File: config.mk
export PLATFORM = sky130hd
export DESIGN_NAME = comp_mult_traffic_gen
export DESIGN_NICKNAME = d
export VERILOG_FILES = /design/src/rtl/comp_mult_pkg.sv /design/src/rtl/lfsr_gen.sv /design/src/rtl/comp_mult_traffic_gen.sv
export SDC_FILE = /design/constraint.sdc
export NUM_CORES = 1
export LEC_CHECK = 0
export BUFFER_PORTS_ARGS = -buffer_cell sky130_fd_sc_hd__buf_4
export CORE_AREA = 2 2 125 127
export CTS_CLUSTER_DIAMETER = 30
export CTS_CLUSTER_SIZE = 10
export DETAILED_ROUTE_END_ITERATION = 16
export DIE_AREA = 0 0 127 129
export HOLD_SLACK_MARGIN = 0.1
export PLACE_DENSITY = 0.67
export SKIP_CTS_REPAIR_TIMING = 1
export SLEW_MARGIN = 0
export SYNTH_ARGS = -nofsm -noshare
export SYNTH_HDL_FRONTEND = slang
export SYNTH_SLANG_ARGS = --single-unit
File: constraint.sdc
create_clock -name clk -period 2.5 [get_ports clk]
set_clock_uncertainty 0.15 [all_clocks]
set_input_delay 0.375 -clock clk [delete_from_list [all_inputs] [get_ports clk]]
set_output_delay 0.375 -clock clk [all_outputs]
set_load 0.005 [all_outputs]
File: src/rtl/comp_mult_pkg.sv
// rtl/comp_mult_pkg.sv - shared types and constants for the complex multiplier traffic generator
package comp_mult_pkg;

    typedef enum logic [2:0] {
        ST_IDLE,
        ST_SEND,
        ST_GAP,
        ST_WAIT_RES,
        ST_DONE
    } state_e;

    localparam logic [31:0] OP_POLY   = 32'h8020_0003;
    localparam logic [15:0] GAP_POLY  = 16'hB400;
    localparam logic [15:0] GAP_SEED  = 16'hACE1;
    // MISR feedback taps: bits 31, 21, 1 and 0
    localparam logic [31:0] MISR_TAPS = 32'h8020_0003;

endpackage

File: src/rtl/lfsr_gen.sv
// rtl/lfsr_gen.sv - right-shift Galois LFSR with synchronous seed load
module lfsr_gen #(
    parameter int               WIDTH = 32,
    parameter logic [WIDTH-1:0] POLY  = '0,
    parameter logic [WIDTH-1:0] SEED  = '1
) (
    input  logic             clk,
    input  logic             rst_n,
    input  logic             en,
    input  logic             load,
    output logic [WIDTH-1:0] q
);

    logic [WIDTH-1:0] q_q;
    logic [WIDTH-1:0] q_d;

    always_comb begin
        q_d = q_q;
        if (load) begin
            q_d = SEED;
        end else if (en) begin
            q_d = (q_q >> 1) ^ (q_q[0] ? POLY : '0);
        end
    end

    always_ff @(posedge clk or negedge rst_n) begin
        if (!rst_n) begin
            q_q <= SEED;
        end else begin
            q_q <= q_d;
        end
    end

    assign q = q_q;

endmodule

File: src/rtl/comp_mult_traffic_gen.sv
// rtl/comp_mult_traffic_gen.sv - operand generator and result MISR sink for comp_mult_wrapper
module comp_mult_traffic_gen
    import comp_mult_pkg::*;
#(
    parameter int          DWIDTH  = 8,
    parameter logic [15:0] NUM_OPS = 16'd1000,
    parameter logic [31:0] SEED    = 32'h0000_0001
) (
    input  logic                    clk,
    input  logic                    rst_n,
    input  logic                    sw_rst,
    input  logic                    start,
    input  logic [3:0]              gap_max,
    input  logic                    bp_en,
    output logic                    op_val,
    input  logic                    op_rdy,
    output logic [4*DWIDTH-1:0]     op_data,
    input  logic                    res_val,
    output logic                    res_rdy,
    input  logic [4*(DWIDTH+1)-1:0] res_data,
    output logic                    busy,
    output logic                    done,
    output logic                    err,
    output logic [15:0]             sent_cnt,
    output logic [15:0]             rcvd_cnt,
    output logic [31:0]             signature
);

    state_e      state_q, state_d;
    logic [3:0]  gap_cnt_q, gap_cnt_d;
    logic [15:0] sent_cnt_q, sent_cnt_d;
    logic [15:0] rcvd_cnt_q, rcvd_cnt_d;
    logic [31:0] sig_q, sig_d;
    logic        err_q, err_d;
    logic        res_rdy_q, res_rdy_d;

    logic [31:0] op_q;
    logic [15:0] gap_q;
    logic [3:0]  gap_len;
    logic [63:0] res_ext;
    logic        op_acc, res_acc, start_acc;
    logic        unused_gap;

    assign op_acc    = (state_q == ST_SEND) && op_rdy;
    assign res_acc   = res_val && res_rdy_q;
    assign start_acc = start && ((state_q == ST_IDLE) || (state_q == ST_DONE));
    assign gap_len   = gap_q[3:0] & gap_max;
    assign res_ext   = {{(64-4*(DWIDTH+1)){1'b0}}, res_data};
    assign unused_gap = ^gap_q[15:6];

    lfsr_gen #(.WIDTH(32), .POLY(OP_POLY), .SEED(SEED)) u_op_lfsr (
        .clk  (clk),
        .rst_n(rst_n),
        .en   (op_acc),
        .load (sw_rst || start_acc),
        .q    (op_q)
    );

    lfsr_gen #(.WIDTH(16), .POLY(GAP_POLY), .SEED(GAP_SEED)) u_gap_lfsr (
        .clk  (clk),
        .rst_n(rst_n),
        .en   (1'b1),
        .load (sw_rst),
        .q    (gap_q)
    );

    always_comb begin
        state_d    = state_q;
        gap_cnt_d  = gap_cnt_q;
        sent_cnt_d = sent_cnt_q;
        rcvd_cnt_d = rcvd_cnt_q;
        sig_d      = sig_q;
        err_d      = err_q;
        res_rdy_d  = !bp_en || (gap_q[5:4] != 2'b00);

        // The sink runs regardless of FSM state so stray results are still captured
        if (res_acc) begin
            rcvd_cnt_d = rcvd_cnt_q + 16'd1;
            sig_d      = {sig_q[30:0], ^(sig_q & MISR_TAPS)} ^ res_ext[31:0] ^ res_ext[63:32];
            if (rcvd_cnt_q == sent_cnt_q) begin
                err_d = 1'b1;
            end
        end

        case (state_q)
            ST_IDLE, ST_DONE: begin
                if (start) begin
                    state_d    = ST_SEND;
                    sent_cnt_d = '0;
                    rcvd_cnt_d = '0;
                    sig_d      = '0;
                    err_d      = 1'b0;
                end
            end
            ST_SEND: begin
                if (op_acc) begin
                    sent_cnt_d = sent_cnt_q + 16'd1;
                    if (sent_cnt_q + 16'd1 == NUM_OPS) begin
                        state_d = ST_WAIT_RES;
                    end else if (gap_len != 4'd0) begin
                        state_d   = ST_GAP;
                        gap_cnt_d = gap_len;
                    end
                end
            end
            ST_GAP: begin
                gap_cnt_d = gap_cnt_q - 4'd1;
                if (gap_cnt_q <= 4'd1) begin
                    state_d = ST_SEND;
                end
            end
            ST_WAIT_RES: begin
                if (rcvd_cnt_d == NUM_OPS) begin
                    state_d = ST_DONE;
                end
            end
            default: state_d = ST_IDLE;
        endcase

        if (sw_rst) begin
            state_d    = ST_IDLE;
            gap_cnt_d  = '0;
            sent_cnt_d = '0;
            rcvd_cnt_d = '0;
            sig_d      = '0;
            err_d      = 1'b0;
            res_rdy_d  = 1'b0;
        end
    end

    always_ff @(posedge clk or negedge rst_n) begin
        if (!rst_n) begin
            state_q    <= ST_IDLE;
            gap_cnt_q  <= '0;
            sent_cnt_q <= '0;
            rcvd_cnt_q <= '0;
            sig_q      <= '0;
            err_q      <= 1'b0;
            res_rdy_q  <= 1'b0;
        end else begin
            state_q    <= state_d;
            gap_cnt_q  <= gap_cnt_d;
            sent_cnt_q <= sent_cnt_d;
            rcvd_cnt_q <= rcvd_cnt_d;
            sig_q      <= sig_d;
            err_q      <= err_d;
            res_rdy_q  <= res_rdy_d;
        end
    end

    assign op_val    = (state_q == ST_SEND);
    assign op_data   = op_q[4*DWIDTH-1:0];
    assign res_rdy   = res_rdy_q;
    assign busy      = (state_q == ST_SEND) || (state_q == ST_GAP) || (state_q == ST_WAIT_RES);
    assign done      = (state_q == ST_DONE);
    assign err       = err_q;
    assign sent_cnt  = sent_cnt_q;
    assign rcvd_cnt  = rcvd_cnt_q;
    assign signature = sig_q;

endmodule

Yosys cells after proc, flatten, opt, wreduce, memory -nomap -nowiden
Cells that the tools add are included.
Widths: inputs -> output; s select.

operators by class
  add/sub/neg operators = 3
  magnitude comparators = 1
  equal/unequal tests = 14
  muxes and demuxes = 36
  bitwise gates (word level) = 5
  reduce and logical (&&, ||, !) cells = 20

operators by type and width
  kind                   count
  $mux 32                7
  $mux 16                9
  $add 16x1->16 const B  2
  $eq 16x10->1 const B   2
  $pmux 16 s2            1
  $reduce_xor 32->1      1
  $xor 31x32->32         1
  $xor 32x32->32         1
  $xor 32x4->32          1
  $mux 3                 7
  $eq 16x16->1           1
  $mux 4                 4
  $xor 15x16->16         1
  $ne 3x3->1 const B     4
  $pmux 3 s4             1
  $pmux 4 s2             1
  $eq 3x2->1 const B     2
  $mux 1                 6
  $ne 3x2->1 const B     2
  $reduce_bool 3->1      2
  $logic_or 1x1->1       5
  $reduce_and 5->1       1
  $and 4x4->4            1
  $le 4x1->1 const B     1
  12 further kinds       15

word-level totals
  bits in registers = 121
  output and inout bits = 101
  logic and storage cells = 88

Logic depth before layout (Yosys ltp)
Gate-level depths: netlist of run 1.

  depth in word-level cells = 7
  mapped depth = 10

Modules after synthesis
From an unflattened synthesis of run 1, not the netlist that was laid out.

second synthesis, totals
  cells, all modules = 678
  area, all modules = 6612.6 um2

by module, submodules not included
  module                  instances  cells each  area an instance (um2)  sequential area each (um2)
  comp_mult_traffic_gen   1          516         4526.8                  1826.8
  lfsr_gen at u_op_lfsr   1          106         1358.8                  802.0
  lfsr_gen at u_gap_lfsr  1          56          726.9                   410.4

Worst setup path after synthesis of run 1
Ideal clock, no wire load.

  kind = register to register
  start point = register sent_cnt_q[0], in the netlist sent_cnt[0]
  end point = register gap_cnt_q[3]
  library setup time = 0.076 ns
  data arrival time = 2.149 ns
  data required time = 2.274 ns
  path slack = 0.125 ns
  cell stages (with the launch flop) = 10
  path buffers = 1
  clock period less this slack = 2.375 ns
  cells stage by stage = dfrtp_1 ha_1 and2_1 clkbuf_1 o211ai_1 a32o_1 o2111ai_4 a21oi_2 or4_1 o21ai_1

on the way
  word-level cells in the longest chain between the ends = 4

ends and longest elaborated chain
  what                        RTL line                      RTL
  start, declared             comp_mult_traffic_gen.sv:31   logic [15:0] sent_cnt_q, sent_cnt_d;
  start signal, assigned      comp_mult_traffic_gen.sv:143  sent_cnt_q <= sent_cnt_d;
  $add 16x1->16               comp_mult_traffic_gen.sv:98   if (sent_cnt_q + 16'd1 == NUM_OPS) begin
  $eq 16x10->1                comp_mult_traffic_gen.sv:98
  $ne 3x3->1 (no line)        -
  $reduce_and 4->1 (no line)  -
  end signal, assigned        comp_mult_traffic_gen.sv:142  gap_cnt_q <= gap_cnt_d;
  end, declared               comp_mult_traffic_gen.sv:30   logic [3:0] gap_cnt_q, gap_cnt_d;

No other way between the ends.
A chain may end at the register's enable or synchronous reset.

Final worst setup path of run 1
  start point = register sent_cnt_q[1], in the netlist sent_cnt[1]
  end point = register state_q[2]

on the way
  word-level cells in the longest chain between the ends = 6
  elaborated cells between the ends (all ways) = 8
  those cells by class = 1 x add/sub; 2 x eq/ne; 4 x mux; 1 x reduce/logical

ends and longest elaborated chain
  what                  RTL line                      RTL
  $add 16x1->16 (*)     comp_mult_traffic_gen.sv:98
  $eq 16x10->1 (*)      comp_mult_traffic_gen.sv:98
  $mux 3                comp_mult_traffic_gen.sv:98
  $mux 3                comp_mult_traffic_gen.sv:96   if (op_acc) begin
  $pmux 3 s4            comp_mult_traffic_gen.sv:85   case (state_q)
  $mux 3                comp_mult_traffic_gen.sv:120  if (sw_rst) begin
  end signal, assigned  comp_mult_traffic_gen.sv:141  state_q <= state_d;
  end, declared         comp_mult_traffic_gen.sv:29   state_e state_q, state_d;

Mark *: on every way between the ends. The rest lies on a longest branch, timed or not. The select of a mux whose other input is x is not followed.

==> results of run 1 <==
## cell usage in the layout (no fill, tap or decap), types with 4 or more instances in the layout
master and instances:
a211oi_1 32, a21oi_1 20, a22o_1 31, a31oi_1 8, and2_1 5, and3_1 8
buf_4 177, clkbuf_16 17, clkbuf_8 4, clkinv_2 4, dfrtp_1 110, dfstp_2 9
dlygate4sd3_1 9, inv_1 5, nand2_1 41, nand3_1 16, nand4_1 14, nor2_1 64
nor2b_1 10, nor3_1 8, nor4_1 4, o21ai_0 10, o21ai_1 21, or2_2 6
or3_1 4, or4_1 4, xnor2_1 68, xor2_1 10
## worst min path at each step
| stage | startpoint | to | slack [ns] | cells after the start |
|---|---|---|---|---|
| after floorplan | rst_n | err$_DFF_PN0_ | -0.07 | 0 |
| after detailed placement | u_gap_lfsr.q[8]$_DFF_PN0_ | u_gap_lfsr.q[7]$_DFF_PN1_ | 0.27 | 1 |
| after global placement | u_gap_lfsr.q[8]$_DFF_PN0_ | u_gap_lfsr.q[7]$_DFF_PN1_ | 0.27 | 1 |
| after global routing | res_data[17] | signature[17]$_DFF_PN0_ | 0.10 | 3 |
| final | res_data[17] | signature[17]$_DFF_PN0_ | 0.09 | 3 |
| after CTS | rst_n | u_op_lfsr.q[27]$_DFFE_PN0P_ | -0.06 | 2 |
## critical path, cell delays in order (launching register included)
cell and delay [ns]:
dfrtp_1 0.41, buf_4 0.16, nand3_1 0.15, or3_1 0.43, a221oi_2 0.33, o2111ai_4 0.23
nand2_1 0.16, nand2_1 0.07, a22o_1 0.22
## Yosys cell counts, types with 3 or more instances
library cell and number:
o21ai_0 10, o41ai_1 3, nor2_1 65, buf_6 4, and4_1 3, nand2b_1 3
xor2_1 10, buf_2 7, or2_2 6, dfstp_2 9, nand2_1 41, dfrtp_1 112
a211oi_1 32, ha_1 4, a31oi_1 8, o21ai_1 21, o31ai_1 4, inv_1 5
nand4b_1 3, and3_1 8, a22o_1 31, nor3_1 8, xnor2_1 68, nand4_1 14
and2_1 7, nor4_1 4, or3_1 4, a21oi_1 20, or4_1 4, nor2b_1 10
clkbuf_1 34, buf_1 6, nand3_1 16
## state kept, by name, indices dropped and copies added, names as in the netlist
name and flops:
rcvd_cnt 16, signature 32, err 1, res_rdy 1, state_q 3, sent_cnt 16
gap_cnt_q 4, u_op_lfsr.q 32, u_gap_lfsr.q 16
## cell type report
type,count,area share
Clock buffer,24,0.05955
Clock inverter,8,0.01152
Inverter,5,0.002273
Sequential cell,121,0.3683
Tap cell,188,0.02848
Timing Repair Buffer,188,0.1767
Multi-Input combinational cell,442,0.3532
## where the power goes
group	internal (uW)	leakage, uW	switching [uW]
combinational	634	0.00177	815
sequential	2130	0.00163	201
clock	1560	0.000286	856
total	4330	0.00368	1870
## per-stage QoR
stage	hold slack [ns]	std cells	setup TNS (ns)
finish	0.09134	976	0
global route	0.1001	976	-0.0008973
CTS	-0.05944	966	-0.01069
detailed placement	0.2743	934	0
global placement	0.2671	934	0
floorplan	-0.07059	621	0
## per-layer routing
metal,wire length [um],up-vias,part of all wire
met3,759,29,0.046
met1,6972,2677,0.42
met4,286,0,0.017
met2,8396,165,0.51
li1,-,2518,-
met5,0,-,0
## logic make-up after synthesis
| group | after synthesis |
|---|---|
| simple gates | 210 |
| compound gates | 149 |
| flops | 121 |
| xor+xnor | 78 |
| buf+inv | 59 |
| fa+ha+maj | 4 |
==> impl_metrics.toml, run 1 <==
[outcome]
status = "finished clean"

[synthesis]
yosysSeqAreaShare = 0.4902
synthCells = 621
avgSynthCellArea_um2 = 9.983
netlist_top_cells_area = "dfrtp_1 (45%), xnor2_1 (9.6%), a22o_1 (4.4%)"
synth_edf_count = 0
yosysWarningCount = 0
ys_ff_latch = 121
synth-async-reset-ratio = 1.000
netlist_area_mm2 = 0.006200
ys.flop_type = "dfrtp_1"
synth_top_family_by_area = "simple AND/OR/NAND/NOR gates"
synthDistinctLibCells = 63
yosys.area.top_type = "dfrtp_1"
netlist.area_leader.share = 0.4521
synth_nets = 672
synth_xor_area_frac = 0.1102
synth_compound_area_frac = 0.1719
muxShareOfSynthArea = 0
yosys.area_share.simple = 0.1746
yosys.area_share.adder = 0.008073

[clock_tree]
cts_made_buffers = 17
insertion_delay_ns = 0.42
cts_tree = "yes"
clk_pin_slew_ns = 0.06
root_buffer = "clkbuf_16"
clkSinkCount = 121
h-tree-depth = 4
clockBufferDepth = 2

[grt]
grt_use_met3 = 0.04823
grt_antenna_before_repair = 0
gr-usage-met1 = 0.2567
grt_pass1_vias = 5210
grt.overflow.total = 0
grt_pass1_wl_um = 26280
grt_max_degree = 122
top_usage_layer = "met2"
grt_usage = 0.2002
gr-usage-met2 = 0.3355

[placement]
pre_cts_ws_ns = 0.008499
placed_area_mm2 = 0.007559
place.port_buffers = 147
gp_congestion = 0.9354
dp.final_hpwl_um = 11180

[die]
die_width_um = 127
die_h_um = 129
dieArea_mm2 = 0.01638
pin_count = 148
initial_core_util = 0.4140
fp-row-count = 45
fp.coreArea_mm2 = 0.01498

[setup_path]
worstSetupEndpoint = "state_q[2]$_DFFE_PN0P_"
critPathArrivalTime_ns = 2.57
reg2reg_depth = 8
ff2ff_setup_slack_ns = 0.09
worstPathMaxFanout = 6
reg2reg_from = "sent_cnt[1]$_DFFE_PN0P_"
startpoint_type = "flip-flop"
reg2reg_to = "state_q[2]$_DFFE_PN0P_"
critical_path_class = "reg -> reg"
crit_start = "sent_cnt[1]$_DFFE_PN0P_"
worstSetupEndpointType = "flip-flop"
worstPathRequired_ns = 2.66

[drt]
ant_nets = 0
wl_um = 16420
dr_total_vias = 5389
routedWlPerCell_um = 16.82
first_pass_iters = 5
drc = 0
drt_iter0_markers = 374
via_per_inst = 5.522

[layout]
drive_gt1_frac = 0.3122
fin_nets = 826
seq_area_mm2 = 0.003042
diodes = 0
post-route-cell-area_mm2 = 0.008258
syn_to_final_growth_pct = 33.20
nFillCells = 1333
multi_input_area_mm2 = 0.002917
postLayoutCoreUtil = 0.5514

[hold_path]
min_path_type = "in -> reg"

[timing]
slew_viol_final = 0
final.period_utilization = 0.9643
rsz0062_at_grt = "true"
setup_violations = 0
fin_ws_ns = 0.08927
fin_crit_ns = 2.411
slew_headroom = 0.3122
clock.fmax_mhz = 414.8
hold_violations = 0
tightest_slew_ns = 1.026

[run]
drv_cap = 0

[power]
static-leakage-power_uw = 0.003683
cellPowerDensity_mw_per_mm2 = 750.8
power.total_uw = 6200
ir_worst_vdd_mv = 0.5811
Power figures use the tool's default switching activity.
==> inputs of run 2 (changes only) <==
- PLACE_DENSITY: 0.67 -> not set
- clock period: 2.5 -> 2.7 ns (I/O delays scaled with it)
==> run 2 against run 1 <==
Against the previous run: clock power is 10% lower; register-to-register slack better by 0.14 ns; wire length is 1.4% lower; cell area is 1.8% lower; hold slack better by 0.030 ns; core utilization is 1.0 points lower; via count is 1.5% lower; global-route usage hardly changed; sequential share of layout area is 0.66 points higher; worst setup slack better by 0.14 ns; cell count is 1.3% lower; first-iteration DRC count is 18% lower; largest power group unchanged.
==> impl_metrics.toml, run 2 (synthesis results as in run 1) <==
[timing]
slew_headroom = 0.1739
setup_violations = 0
slew_viol_final = 0
fin_crit_ns = 2.471
hold_violations = 0
rsz0062_at_grt = "false"
tns_ns = 0
tightest_slew_ns = 1.232
final.period_utilization = 0.9151
clock.fmax_mhz = 404.7

[clock_tree]
insertion_delay_ns = 0.42
clk_pin_slew_ns = 0.06
h-tree-depth = 4
clkSinkCount = 121
root_buffer = "clkbuf_16"
cts_made_buffers = 17
cts_tree = "yes"
clockBufferDepth = 2

[placement]
gp_congestion = 0.8770
place.port_buffers = 147
dp.final_hpwl_um = 11170
placed_area_mm2 = 0.007513

[die]
pin_count = 148
fp.coreArea_mm2 = 0.01498
die_h_um = 129
initial_core_util = 0.4140
fp-row-count = 45
dieArea_mm2 = 0.01638
die_width_um = 127

[setup_path]
critPathArrivalTime_ns = 2.66
worstPathRequired_ns = 2.89
reg2reg_to = "gap_cnt_q[3]$_DFFE_PN0P_"
worstSetupEndpointType = "flip-flop"
worstSetupEndpoint = "gap_cnt_q[3]$_DFFE_PN0P_"
critPathSlowestCell = "or4_1"
reg2reg_from = "sent_cnt[0]$_DFFE_PN0P_"
max_stage_delay_ns = 0.48
crit_start = "sent_cnt[0]$_DFFE_PN0P_"
startpoint_type = "flip-flop"
worstPathMaxFanout = 9
crit_chain = "ha_1 > and2_2 > o211ai_1 > a32o_1 > o2111ai_4 > a21oi_2 > or4_1 > o21ai_1"
reg2reg_depth = 8
critical_path_class = "reg -> reg"
ff2ff_setup_slack_ns = 0.23

[drt]
ant_nets = 0
dr_total_vias = 5308
routedWlPerCell_um = 16.81
drt_iter0_markers = 307
wl_um = 16190
drc = 0
via_per_inst = 5.512
first_pass_iters = 5

[layout]
syn_to_final_growth_pct = 30.76
nFillCells = 1357
fin_nets = 813
diodes = 0
post-route-cell-area_mm2 = 0.008107
drive_gt1_frac = 0.3019
final_cell_mix = "buf_4 (171), dfrtp_1 (112), xnor2_1 (68)"
mostFrequentLayoutCell = "buf_4"

[grt]
grt_pass1_wl_um = 26030
grt_usage = 0.2000
grt_max_degree = 64
grt_pass1_vias = 5085
grt_antenna_before_repair = 0
grt.overflow.total = 0

[hold_path]
min_path_type = "in -> reg"

[outcome]
status = "finished clean"

[power]
ir_worst_vdd_mv = 0.4878
static-leakage-power_uw = 0.003613
cellPowerDensity_mw_per_mm2 = 695.0

[run]
drv_cap = 0
-- run 2: cell count changes in the layout (fill, tap and decap cells not counted), sizes merged --
| cell | previous run | this run |
|---|---|---|
| clkinv | 4 | 6 |
| buf | 179 | 173 |
| clkinvlp | 2 | 1 |
| dlygate4sd3 | 9 | 2 |
| clkbuf | 24 | 23 |
-- run 2: worst min path at each step --
stage	startpoint	endpoint	slack [ns]	cells past startpoint
finish	res_data[14]	signature[14]$_DFF_PN0_	0.12	3
detailed placement	u_gap_lfsr.q[12]$_DFF_PN0_	u_gap_lfsr.q[11]$_DFF_PN1_	0.28	1
global placement	u_gap_lfsr.q[8]$_DFF_PN0_	u_gap_lfsr.q[7]$_DFF_PN1_	0.27	1
CTS	rst_n	sent_cnt[11]$_DFFE_PN0P_	-0.09	1
floorplan	rst_n	err$_DFF_PN0_	-0.04	0
global route	res_data[28]	signature[28]$_DFF_PN0_	0.12	3
-- run 2: critical path: cells and delay by family, from the launching register on --
family,cells,cell delay [ns]
fa+ha+maj,1,0.28
simple gates,2,0.76
flops,1,0.47
compound gates,5,0.74
-- run 2: cell type report --
type | instances | area [um2] | area share
clock inverter | 9 | 101.3 | 0.01250
sequential | 121 | 3039 | 0.3749
timing repair buffer | 175 | 1344 | 0.1658
inverter | 5 | 18.77 | 0.002315
multi-input combinational | 442 | 2910 | 0.3590
clock buffer | 23 | 457.9 | 0.05649
tap | 188 | 235.2 | 0.02902
-- run 2: where the power goes --
part / switching, uW / leakage (uW) / internal, uW
clock network: 796 / 0.000275 / 1370
registers: 173 / 0.00163 / 1970
logic: 760 / 0.00171 / 559
total: 1730 / 0.00361 / 3900
-- run 2: metal layers --
metal  wire, um  GRT usage
met1       7151     0.2639
met4        335    0.07886
met2       7854     0.3144
met5          0          0
met3        848    0.05655
-- run 2: through the flow --
stage | power, uW | hold slack, ns | std cells | worst slack [ns] | util
6_report | 5634 | 0.1215 | 963 | 0.2292 | 0.5413
5_1_grt | 5947 | 0.1158 | 963 | 0.05220 | 0.5413
4_1_cts | 5651 | -0.09226 | 960 | 0.1608 | 0.5390
3_5_place_dp | 3459 | 0.2836 | 928 | 0.1738 | 0.5017
3_3_place_gp | 3415 | 0.2689 | 928 | 0.2991 | 0.5017
2_1_floorplan | 2888 | -0.04059 | 621 | 0.3245 | -
==> inputs of run 3 (changes only) <==
- clock period: 2.7 -> 2.46 ns (I/O delays scaled with it)
==> run 3 against run 2 <==
Against the previous run: hold slack worse by 0.028 ns; die area stayed put; combinational power is 11% higher; clock power is 12% higher; sequential share of layout area is 1.0 points lower; sequential power is 11% higher; non-clock buffer count is 23 higher; global-route usage is 0.23 points higher; largest power group unchanged; cell count is 2.3% higher; wire length is 0.13% higher; via count is 0.53% lower; critical endpoint unchanged; first-iteration DRC count is 10% lower.
==> impl_metrics.toml, run 3 (synthesis results as in run 1) <==
[timing]
whs_ns = 0.09356
final.period_utilization = 0.9438
slew_viol_final = 0
clock.fmax_mhz = 430.7
hold_violations = 0
setup_violations = 0
tightest_slew_ns = 0.9101
tns_ns = 0
fin_crit_ns = 2.322
slew_headroom = 0.3933

[grt]
gr-usage-met2 = 0.3245
top_usage_layer = "met2"
grt_antenna_before_repair = 0
grt_pass1_vias = 5064
grt_use_met3 = 0.04116
gr-usage-met1 = 0.2735
grt_usage = 0.2023
grt_max_degree = 64
grt.overflow.total = 0
grt_pass1_wl_um = 26390

[setup_path]
critPathArrivalTime_ns = 2.51
worstPathRequired_ns = 2.65
critical_path_class = "reg -> reg"
crit_chain = "ha_2 > and2_1 > o211ai_1 > a32o_1 > o2111ai_4 > a21oi_2 > or4_1 > o21ai_1"
path_delay_family = "compound AO/OA/AOI/OAI gates"
startpoint_type = "flip-flop"
worstSetupEndpointType = "flip-flop"
worstPathMaxFanout = 8
max_stage_delay_ns = 0.49
path_buf_inv = 0
critPathSlowestCell = "or4_1"

[placement]
dp.final_hpwl_um = 11420
gp_congestion = 0.9069
dpl.cell_count = 940
place.port_buffers = 147

[die]
die_width_um = 127
fp-row-count = 45
initial_core_util = 0.4140
die_h_um = 129
dieArea_mm2 = 0.01638
fp.coreArea_mm2 = 0.01498
pin_count = 148

[clock_tree]
h-tree-depth = 4
cts_made_buffers = 17
clk_pin_slew_ns = 0.06
root_buffer = "clkbuf_16"
insertion_delay_ns = 0.41
clockBufferDepth = 2
cts_tree = "yes"
clkSinkCount = 121

[power]
ir_worst_vdd_mv = 0.5676
static-leakage-power_uw = 0.003731
cellPowerDensity_mw_per_mm2 = 750.0
power.total_uw = 6258

[drt]
via_per_inst = 5.360
first_pass_iters = 4
wl_um = 16210
ant_nets = 0
drt_iter0_markers = 276
routedWlPerCell_um = 16.46
drc = 0
dr_total_vias = 5280

[layout]
fin_cells = 985
diodes = 0
final_cell_mix = "buf_4 (181), dfrtp_1 (110), xnor2_1 (68)"
mostFrequentLayoutCell = "buf_4"
syn_to_final_growth_pct = 34.59
drive_gt1_frac = 0.3124
fin_nets = 835

[hold_path]
min_path_type = "in -> reg"

[run]
drv_cap = 0

[outcome]
status = "finished clean"
[run 3: changes by cell type in the layout (fill, tap and decap cells not counted), moves of 2 or more]
cell and delta:
dlygate4sd3_1 +11, buf_4 +10, dfrtp_1 -2, clkbuf_8 +2, dfrtp_2 +2, buf_12 +2
[run 3: final cells by class]
type	instances	area (um2)
timing repair buffer	198	1569
sequential	121	3042
tap	188	235.2
multi-input combinational	441	2902
fill	1347	6633
clock buffer	24	481.7
clock inverter	8	96.34
inverter	5	18.77
[run 3: worst paths after layout]
| check | start | end | slack [ns] | cells past startpoint |
|---|---|---|---|---|
| hold reg to reg | u_gap_lfsr.q[8]$_DFF_PN0_ | u_gap_lfsr.q[7]$_DFF_PN1_ | 0.29 | 1 |
| hold / removal | res_data[16] | signature[16]$_DFF_PN0_ | 0.09 | 3 |
| setup / recovery | sent_cnt[0]$_DFFE_PN0P_ | gap_cnt_q[3]$_DFFE_PN0P_ | 0.14 | 8 |
| setup reg to reg | sent_cnt[0]$_DFFE_PN0P_ | gap_cnt_q[3]$_DFFE_PN0P_ | 0.14 | 8 |
| max in group asynchronous | rst_n | signature[25]$_DFF_PN0_ | 1.20 | 3 |
| min in group asynchronous | rst_n | u_op_lfsr.q[2]$_DFFE_PN0P_ | 0.27 | 2 |
[run 3: per-layer routing]
layer | share of wire | vias up | wire length, um
met5 | 0 | - | 0
met4 | 0.018 | 0 | 289
met3 | 0.032 | 23 | 525
met2 | 0.49 | 114 | 7979
met1 | 0.46 | 2597 | 7416
li1 | - | 2546 | -
[run 3: power by group]
part | switching, uW | leakage [uW] | total (uW) | internal, uW
Combinational | 798 | 0.00182 | 1460 | 664
Clock | 865 | 0.000284 | 2430 | 1570
Sequential | 199 | 0.00163 | 2370 | 2170
[run 3: stage by stage]
step | util | cell area, um2 | worst slack, ns
final | 0.5571 | 8344 | 0.1383
after global routing | 0.5571 | 8344 | -0.001287
after CTS | 0.5480 | 8207 | 0.04284
after detailed placement | 0.5094 | 7629 | 0.06246
after global placement | 0.5094 | 7629 | 0.1661
after floorplan | - | 6200 | 0.08453
[run 3: worst min-delay path: cells and delay by family]
family                    cells  cell delay (ns)
buffers and inverters         1             0.08
AOI/OAI and AO/OA             1             0.06
xor gates and xnor gates      1             0.10
